<file path="config.mk">
export PLATFORM = sky130hd
export DESIGN_NAME = instr_fetch_queue
export DESIGN_NICKNAME = d
export VERILOG_FILES = /design/src/rtl/instr_fetch_queue.sv
export SDC_FILE = /design/constraint.sdc
export NUM_CORES = 1
export LEC_CHECK = 0
export ABC_AREA = 1
export ABC_CLOCK_PERIOD_IN_PS = 5300
export CORE_MARGIN = 5
export CORE_UTILIZATION = 56
export DETAILED_ROUTE_END_ITERATION = 10
export PLACE_DENSITY_LB_ADDON = 0.15
export SYNTH_ARGS = -nofsm -noshare
export SYNTH_HDL_FRONTEND = slang
export SYNTH_SLANG_ARGS = --single-unit
</file>
<file path="constraint.sdc">
create_clock -name clk -period 5.3 [get_ports clk]
set_input_delay 1.06 -clock clk [delete_from_list [all_inputs] [get_ports clk]]
set_output_delay 1.06 -clock clk [all_outputs]
set_load 0.01 [all_outputs]
</file>
<file path="src/rtl/instr_fetch_queue.sv">
// rtl/instr_fetch_queue.sv - in-order instruction fetch with redirect flush and response discard
// Tracks outstanding memory requests so stale responses after a redirect are dropped.
module instr_fetch_queue #(
   parameter int          DEPTH    = 4,
   parameter logic [31:0] RESET_PC = 32'h0000_0000
) (
   input  logic        clk,
   input  logic        reset,
   input  logic        redirect_valid,
   input  logic [31:0] redirect_pc,
   output logic        imem_req,
   output logic [31:0] imem_addr,
   input  logic        imem_gnt,
   input  logic        imem_rvalid,
   input  logic [31:0] imem_rdata,
   output logic        instr_valid,
   output logic [31:0] instr_out,
   output logic [31:0] instr_pc,
   input  logic        instr_ready
);

   localparam int AW = (DEPTH > 1) ? $clog2(DEPTH) : 1;
   localparam int CW = $clog2(DEPTH + 1);

   logic [31:0]   fetch_pc;
   logic [31:0]   resp_pc;
   logic [CW-1:0] p_cnt;
   logic [CW-1:0] d_cnt;
   logic [CW-1:0] count;
   logic [AW-1:0] rd_ptr;
   logic [AW-1:0] wr_ptr;
   logic [31:0]   data_mem [DEPTH];
   logic [31:0]   pc_mem   [DEPTH];

   logic [CW:0]   inflight;
   logic          grant;
   logic          rsp;
   logic          discard;
   logic          push;
   logic          pop;
   logic [31:0]   redirect_aligned;

   // Outstanding requests reserve FIFO slots, so a push can never find the FIFO full.
   assign inflight         = {1'b0, p_cnt} + {1'b0, count};
   assign imem_req         = !reset && !redirect_valid && (inflight < (CW+1)'(DEPTH));
   assign imem_addr        = fetch_pc;
   assign grant            = imem_req && imem_gnt;
   assign rsp              = imem_rvalid && (p_cnt != '0);
   assign discard          = rsp && (d_cnt != '0);
   assign push             = rsp && !discard && !redirect_valid;
   assign pop              = instr_valid && instr_ready && !redirect_valid;
   assign redirect_aligned = {redirect_pc[31:2], 2'b00};

   assign instr_valid = (count != '0);
   assign instr_out   = instr_valid ? data_mem[rd_ptr] : 32'h0;
   assign instr_pc    = instr_valid ? pc_mem[rd_ptr]   : 32'h0;

   always_ff @(posedge clk or posedge reset) begin
      if (reset) begin
         fetch_pc <= RESET_PC;
         resp_pc  <= RESET_PC;
         p_cnt    <= '0;
         d_cnt    <= '0;
         count    <= '0;
         rd_ptr   <= '0;
         wr_ptr   <= '0;
      end else if (redirect_valid) begin
         // Every request still in flight belongs to the old path and must be dropped.
         fetch_pc <= redirect_aligned;
         resp_pc  <= redirect_aligned;
         p_cnt    <= p_cnt - CW'(rsp);
         d_cnt    <= p_cnt - CW'(rsp);
         count    <= '0;
         rd_ptr   <= '0;
         wr_ptr   <= '0;
      end else begin
         if (grant) begin
            fetch_pc <= fetch_pc + 32'd4;
         end
         p_cnt <= p_cnt + CW'(grant) - CW'(rsp);
         if (discard) begin
            d_cnt <= d_cnt - 1'b1;
         end
         if (push) begin
            resp_pc <= resp_pc + 32'd4;
            wr_ptr  <= wr_ptr + 1'b1;
         end
         if (pop) begin
            rd_ptr <= rd_ptr + 1'b1;
         end
         count <= count + CW'(push) - CW'(pop);
      end
   end

   always_ff @(posedge clk) begin
      if (push) begin
         data_mem[wr_ptr] <= imem_rdata;
         pc_mem[wr_ptr]   <= resp_pc;
      end
   end

endmodule

</file>
== Word-level counts from Yosys, hierarchy flattened ==
Memory sizes are Yosys's and may differ from the RTL's.
Index checks and enable logic that the tools add are counted.
Word-level totals
  output and inout port bits: 98
  memories kept: 2
  register bits: 77
  memory bits (writable): 256
Operators by class
  order comparisons: 1
  reductions and logical operators: 19
  multiplexer cells: 16
  add/subtract/negate cells: 11
Memories
  data_mem: words 4, bits a word 32, read ports 1, clocked after memory_dff 0, write ports 1, RTL line 32  | logic [31:0] data_mem [DEPTH];
  pc_mem: words 4, bits a word 32, read ports 1, clocked after memory_dff 0, write ports 1, RTL line 33  | logic [31:0] pc_mem [DEPTH];
Operators with widths (number)
  $mux W32: 6
  $add A32 B3 Y32 const B: 2
  $mux W3: 4
  $logic_and A1 B1 Y1: 9
  $reduce_bool A3 Y1: 3
  $sub A3 B1 Y3: 3
  $mux W2: 4
  $reduce_bool A2 Y1: 4
  $add A3 B1 Y3: 2
  $add A2 B1 Y2 const B: 2
  $add A3 B3 Y4: 1
  $lt A4 B3 Y1 const B: 1
  $logic_not A1 Y1: 3
  $sub A3 B1 Y3 const B: 1
  $mux W1: 2

== Longest topological paths before layout ==
Gate-level depths: netlist (run 1).
  depth after elaboration: 9
  mapped depth: 13
  depth with buffers taken out: 13

== Worst setup path after synthesis (run 1) ==
Ideal clock, no wire load.
  path type: input -> register
  start point: in redirect_valid
  end point: mem data_mem[0][0], enable pin
  setup time: 483 ps
  stages on the path: 4
  data required time: 4817 ps
  arrival: 4189 ps
  path buffers: 1
  path slack: 629 ps
  cell sequence: inv_4 -> buf_2 -> nand4_2 -> nor2_1
On the way
  word-level cells in the longest chain between the ends: 4
Ends and longest elaborated chain
  from (decl): RTL line 9  | input logic redirect_valid,
  $logic_not A1 Y1: RTL line 50  | assign push = rsp && !discard && !redirect_valid;
  $logic_and A1 B1 Y1: RTL line 50
  $mux W1: RTL line 96  | if (push) begin
  $mux W1 (not written as such): RTL line 97  | data_mem[wr_ptr] <= imem_rdata;
  to (decl): RTL line 32
No other way between the ends.

== Worst setup path in the final report (run 1) ==
  start point: reg rd_ptr[0]
  end point: out instr_pc[12]
On the way
  word-level cells in the longest chain between the ends: 2
Ends and longest elaborated chain
  from (decl): RTL line 30  | logic [AW-1:0] rd_ptr;
  from (signal assigned): RTL line 89  | rd_ptr <= rd_ptr + 1'b1;
  $mem_v2 Z4 W32
  $mux W32: RTL line 56  | assign instr_pc = instr_valid ? pc_mem[rd_ptr] : 32'h0;
  to (decl): RTL line 18  | output logic [31:0] instr_pc,
No other way between the ends.

==> reports/metrics.cfg, run 1 <==
[global_routing]
grt_max_degree=75
grt_pass1_vias=10700
grt-ovfl-total=0
grt_use_total_pct=23.6
antenna_found_initial=0
grt_pass1_wl_microns=54900

[critical_path]
cp-end-kind=output pin
cp_common_cell=nor2_1
critical-path-max-stage-delay_ns=0.81
required_ns=4.24
crit_chain=buf_4, nor2_1, nor2_1, o21ai_0, a21oi_1, clkdlybuf4s50_1
worstSetupPathType=reg2out
crit_cells=6
startpoint_type=register
reg2reg_depth=12
path_delay_family=buffers and inverters
cp_num_buf_inv=2
slowest_stage=dfrtp_4
worstPathArrival_ns=3.41
critical_path.max_fanout=74

[place]
placed_area_sq_mm=0.0166
io_buffers=161
finalWeightedCongestion=0.994
dp_hpwl_microns=21200

[sta]
finClkSkew_ns=0.0137
finalSetupTns_ns=0
worst_pin_slew_ns=1.04
slew_violations=0
slew_headroom_pct=30.6
rsz0062_at_grt=no
timing.final.hold_violations=0
setup_viol=0
fmax_mhz=224
fin_crit_sh_pct=84.3
fin_crit_ns=4.47

[floorplanning]
core.rowCount=59
coreArea_sq_mm=0.0259
die_w_microns=172
die_h_microns=172
num_io_pins=168
design.die.area_sq_mm=0.0295
start_util_pct=56.6

[synth]
netlist_instances=1485
synth.most_common_cell=nor2_1
synth.top_cell.area_share_pct=50.8
yosysSeqAreaShare_pct=63.3
synth_common_cells=nor2_1, edfxtp_1, nand2_1
ys_types=40
synth.avg_cell_area_sq_um=9.87
synthFlopType=edfxtp_1
synth_top_family_by_area=simple AND/OR/NAND/NOR gates
yosys_warnings=0
syn-cell-area_sq_mm=0.0147
synthArstFlopShare_pct=22.7
synth_mux_area_share_pct=0
synth-compound-area-share_pct=9.56
yosys.area.top_type=edfxtp_1
synthAdderAreaFrac_pct=1.64
synthTopCellsByArea=edfxtp_1, dfrtp_1, nor2_1
synth-simple-area-share_pct=19.6
synth_seq_cells=321
synth_xor_area_share_pct=1.25
synth_edf_count=248

[drt]
wirelength_microns=34700
final_antenna_net_count=0
drtIter0Drc=863
dr.pass1.iters=5
dr_total_vias=11000
drcViolationCount=0
via_per_inst=5.51
wl_per_cell_microns=17.4

[hold_path]
worstHoldPathType=reg2reg
min_delay_path_depth=0

[clock_tree]
cts_resized=0
cts-root-buf=clkbuf_16
tritoncts=built
htreeDepth=2
postCtsHoldBufs=0
clk_pin_slew_ns=0.06
post_cts_buffers=0
worstSkewPairLatency_ns=0.51
clockBufferDepth=3
cts_buffers=34
clock-sinks=321

[finish]
nNetsFinal=1720
diodes=0
drive_gt1_share_pct=6.28
syn2layout_area_growth_pct=20.8
final_cell_area_sq_mm=0.0177

[status]
status=finished clean

[power]
leakage_nw=6.68
powerDensity_mw_per_mm2=441
ir_drop_uv=264

[run]
maxCapViolations=0

-- cell type report --
cell class	instances	area, sq um
fillers	1942	8200
clock inverters	19	253
clock buffers	40	905
repair buffers	173	1730
inverters	99	378
well taps	335	419
flip-flops and latches	321	9280
multi-input cells	1003	4750
-- state kept, by name, summed over array words and instances, names as in the netlist --
name and cells:
d_cnt 3, rd_ptr 2, pc_mem 120, count 3, data_mem 128, resp_pc 30
imem_addr 30, wr_ptr 2, p_cnt 3
-- through the flow --
step | instances | power (mW) | utilization, % | hold slack, ns | worst slack [ns]
final | 1990 | 7.81 | 68.4 | 0.576 | 0.833
after global routing | 1990 | 8.24 | 68.4 | 0.597 | 0.552
after CTS | 1990 | 7.88 | 68.4 | 0.586 | 0.750
after detailed placement | 1931 | 5.43 | 63.9 | 0.561 | 1.34
after global placement | 1931 | 5.38 | 63.9 | 0.548 | 1.35
after floorplan | 1488 | 4.40 | - | 0.516 | 0.629
-- kinds of logic (layout without fill, tap and decap cells) --
logic type      count (synthesis)  in the layout
other cells                     1              4
buf+inv                       164            331
compound gates                268            268
simple gates                  692            692
fa+ha+maj                      18             18
xor+xnor                       21             21
flops                         321            321
-- power breakdown --
part           switching (mW)  total [mW]  internal, mW
sequential              0.272        3.21          2.94
combinational            1.23        2.16         0.929
clock                   0.927        2.44          1.51
-- worst reg2reg max path: cells and delay by family (launching register included) --
| kind | cells | cell delay [ns] |
|---|---|---|
| adder cells (fa/ha/maj) | 3 | 0.79 |
| buffers and inverters | 3 | 0.26 |
| flip-flops | 1 | 0.43 |
| AND/OR/NAND/NOR | 6 | 1.57 |
-- final timing paths --
check | startpoint | end | slack [ns]
max reg2reg | count[1] | count[2] | 2.17
min reg2reg | resp_pc[29] | pc_mem[1][29] | 0.58
max | rd_ptr[0] | instr_pc[12] | 0.83
max in group asynchronous | reset | resp_pc[3] | 3.29
min | resp_pc[29] | pc_mem[1][29] | 0.58
min in group asynchronous | reset | p_cnt[0] | 0.93
-- layer usage --
layer / routed length (microns) / global-route usage (%)
met1: 14100 / 31.2
met2: 17300 / 40.3
met3: 2340 / 3.75
met4: 873 / 7.69
met5: 0 / 0
-- placed cells by master (no fill, tap or decap), types with 6 or more instances in the layout --
cell | synthesis | layout
a21oi_1 | 82 | 82
buf_4 | 6 | 9
bufinv_16 | 0 | 6
clkbuf_16 | 0 | 35
clkdlybuf4s50_1 | 0 | 160
clkinv_1 | 0 | 6
dfrtp_1 | 73 | 71
edfxtp_1 | 248 | 248
ha_1 | 16 | 16
inv_1 | 92 | 91
nand2_1 | 237 | 237
nand3_1 | 74 | 74
nand4_1 | 17 | 17
nor2_1 | 320 | 316
nor2_2 | 11 | 11
nor2_4 | 4 | 8
nor3_1 | 13 | 13
o211ai_1 | 13 | 13
o21ai_0 | 151 | 151
o21ai_1 | 10 | 10
o21bai_1 | 7 | 7
or2_2 | 6 | 6
xor2_1 | 16 | 16
No activity file was read; power rests on OpenSTA's default activity.
==> inputs of run 2 (changes only) <==
--- a/config.mk
+++ b/config.mk
@@ -6,7 +6,7 @@
 export NUM_CORES = 1
 export LEC_CHECK = 0
 export ABC_AREA = 1
-export ABC_CLOCK_PERIOD_IN_PS = 5300
+export ABC_CLOCK_PERIOD_IN_PS = 4300
 export CORE_MARGIN = 5
 export CORE_UTILIZATION = 56
 export DETAILED_ROUTE_END_ITERATION = 10
==> constraint.sdc (replaced) <==
create_clock -name clk -period 4.3 [get_ports clk]
set_input_delay 0.86 -clock clk [delete_from_list [all_inputs] [get_ports clk]]
set_output_delay 0.86 -clock clk [all_outputs]
set_load 0.01 [all_outputs]
==> run 2 against run 1 <==
  * Wire length rose by 0.64%
  * Total power rose by 21%
  * Final area barely moved
  * Via count rose by 1.1%
  * Utilization barely moved
  * Register-to-register slack got worse by 0.76 ns
  * Sequential power rose by 23%
  * Count of clock-buffer cells in the layout rose by 1
  * Global-route usage barely moved
  * Sequential cell count did not move
  * Largest cell class unchanged
  * Highest routed layer is now met5
==> reports/metrics.cfg, run 2 (synthesized netlist as in run 1, its figures left out) <==
[sta]
finalSetupTns_ns=0
finClkSkew_ns=0.0161
worst_pin_slew_ns=0.974
slew_headroom_pct=35.0
fin_crit_ns=3.87
rsz0062_at_grt=no
slew_violations=0
fin_crit_sh_pct=89.9
setup_viol=0
timing.final.hold_violations=0
setup_ws_ns=0.435
fmax_mhz=259

[critical_path]
slowest_stage=dfrtp_4
r2r_setup_slack_ns=1.41
critical-path-max-stage-delay_ns=0.67
worstPathArrival_ns=3.01
r2r-start=count[1]
startpoint_type=register
timing.rr.end=count[2]
reg2reg_depth=12
critical_path.max_fanout=40
cp-end-kind=output pin
crit_chain=inv_2, buf_4, o21ai_0, a21oi_1, clkdlybuf4s50_1
worstSetupPathType=reg2out
required_ns=3.44

[run]
maxCapViolations=0

[finish]
syn2layout_area_growth_pct=20.8
layout_commonest_cell=nor2_1
largest_register_ffs=128
nNetsFinal=1721
final_cell_mix=nor2_1, edfxtp_1, nand2_1, clkdlybuf4s50_1, o21ai_0
fin_cells=1992
diodes=0
drive_gt1_share_pct=6.58
largestRegisters=data_mem (128), pc_mem (120)
largest_register=data_mem

[floorplanning]
die_w_microns=172
coreArea_sq_mm=0.0259
design.die.area_sq_mm=0.0295
num_io_pins=168
core.rowCount=59
die_h_microns=172
start_util_pct=56.6

[drt]
wirelength_microns=34900
dr_total_vias=11100
drtIter0Drc=803
wl_per_cell_microns=17.5
via_per_inst=5.57
final_antenna_net_count=0
dr.pass1.iters=6
drcViolationCount=0

[global_routing]
grt_pass1_wl_microns=55600
grt_pass1_vias=10900
grt_use_total_pct=23.6
grt_max_degree=88
antenna_found_initial=1
grt-ovfl-total=0

[clock_tree]
worstSkewPairLatency_ns=0.55
clock-sinks=321
tritoncts=built
htreeDepth=1
cts_resized=0
post_cts_buffers=0
postCtsHoldBufs=0
cts_buffers=31
clockBufferDepth=3
cts-root-buf=clkbuf_16
clk_pin_slew_ns=0.06

[hold_path]
min_delay_path_depth=2
min_from=d_cnt[1]
holdPathEnd=d_cnt[1]
worstHoldPathType=reg2reg

[power]
leakage_nw=6.69
powerDensity_mw_per_mm2=535
totalPowerFinal_mw=9.48
ir_drop_uv=354

[status]
status=finished clean

[place]
io_buffers=161
dp_hpwl_microns=22000
finalWeightedCongestion=0.945
place_inst=1935
place_ws_ns=0.823

==> run 2: changes by cell type in the layout (fill, tap and decap cells not counted), moves of 4 or more <==
cell	previous run	this run
clkbuf_16	35	31
clkinv_2	3	8
buf_12	3	7
clkbuf_8	1	5
clkinv_1	6	2
==> run 2: worst max path at each step <==
stage / start / endpoint / slack (ns) / cells past startpoint
detailed placement: imem_rvalid / count[2] / 0.82 / 11
floorplan: redirect_valid / data_mem[0][0] / -0.17 / 4
CTS: rd_ptr[0] / instr_pc[2] / 0.37 / 5
global placement: imem_rvalid / count[2] / 0.88 / 11
global route: rd_ptr[0] / instr_pc[13] / 0.26 / 5
finish: rd_ptr[0] / instr_pc[7] / 0.43 / 5
==> run 2: power breakdown <==
group / internal (mW) / total, mW / switching [mW]
Combinational: 1.18 / 2.72 / 1.54
Sequential: 3.62 / 3.95 / 0.328
Clock: 1.71 / 2.81 / 1.11
Total: 6.51 / 9.48 / 2.97
==> run 2: worst max-delay path, delay by kind of cell, from the launching register on <==
family / cells / cell delay, ns
buffers and inverters: 3 / 1.42
flip-flops: 1 / 0.67
AO/OA/AOI/OAI: 2 / 0.38
==> run 2: area by class of cell <==
cell class / count / area, sq um
clock buffers: 41 / 863
clock inverters: 16 / 209
fillers: 1913 / 8200
inverters: 99 / 382
multi-input cells: 1003 / 4750
flip-flops and latches: 321 / 9280
well taps: 335 / 419
repair buffers: 177 / 1810
==> run 2: per-stage QoR <==
stage | area [sq um] | utilization, % | hold slack, ns
detailed placement | 16600 | 64.2 | 0.573
CTS | 17700 | 68.4 | 0.596
finish | 17700 | 68.4 | 0.584
global route | 17700 | 68.4 | 0.618
global placement | 16600 | 64.2 | 0.559
floorplan | 14700 | - | 0.516
==> run 2: layer usage <==
metal  share of wire (%)  vias to the layer above  track usage, %
met5               0.032                        -               0
met4                 2.3                        2            6.22
met3                 6.6                       71            3.38
met2                  50                      386            41.2
met1                  41                     5307            31.3
li1                    -                     5325               -
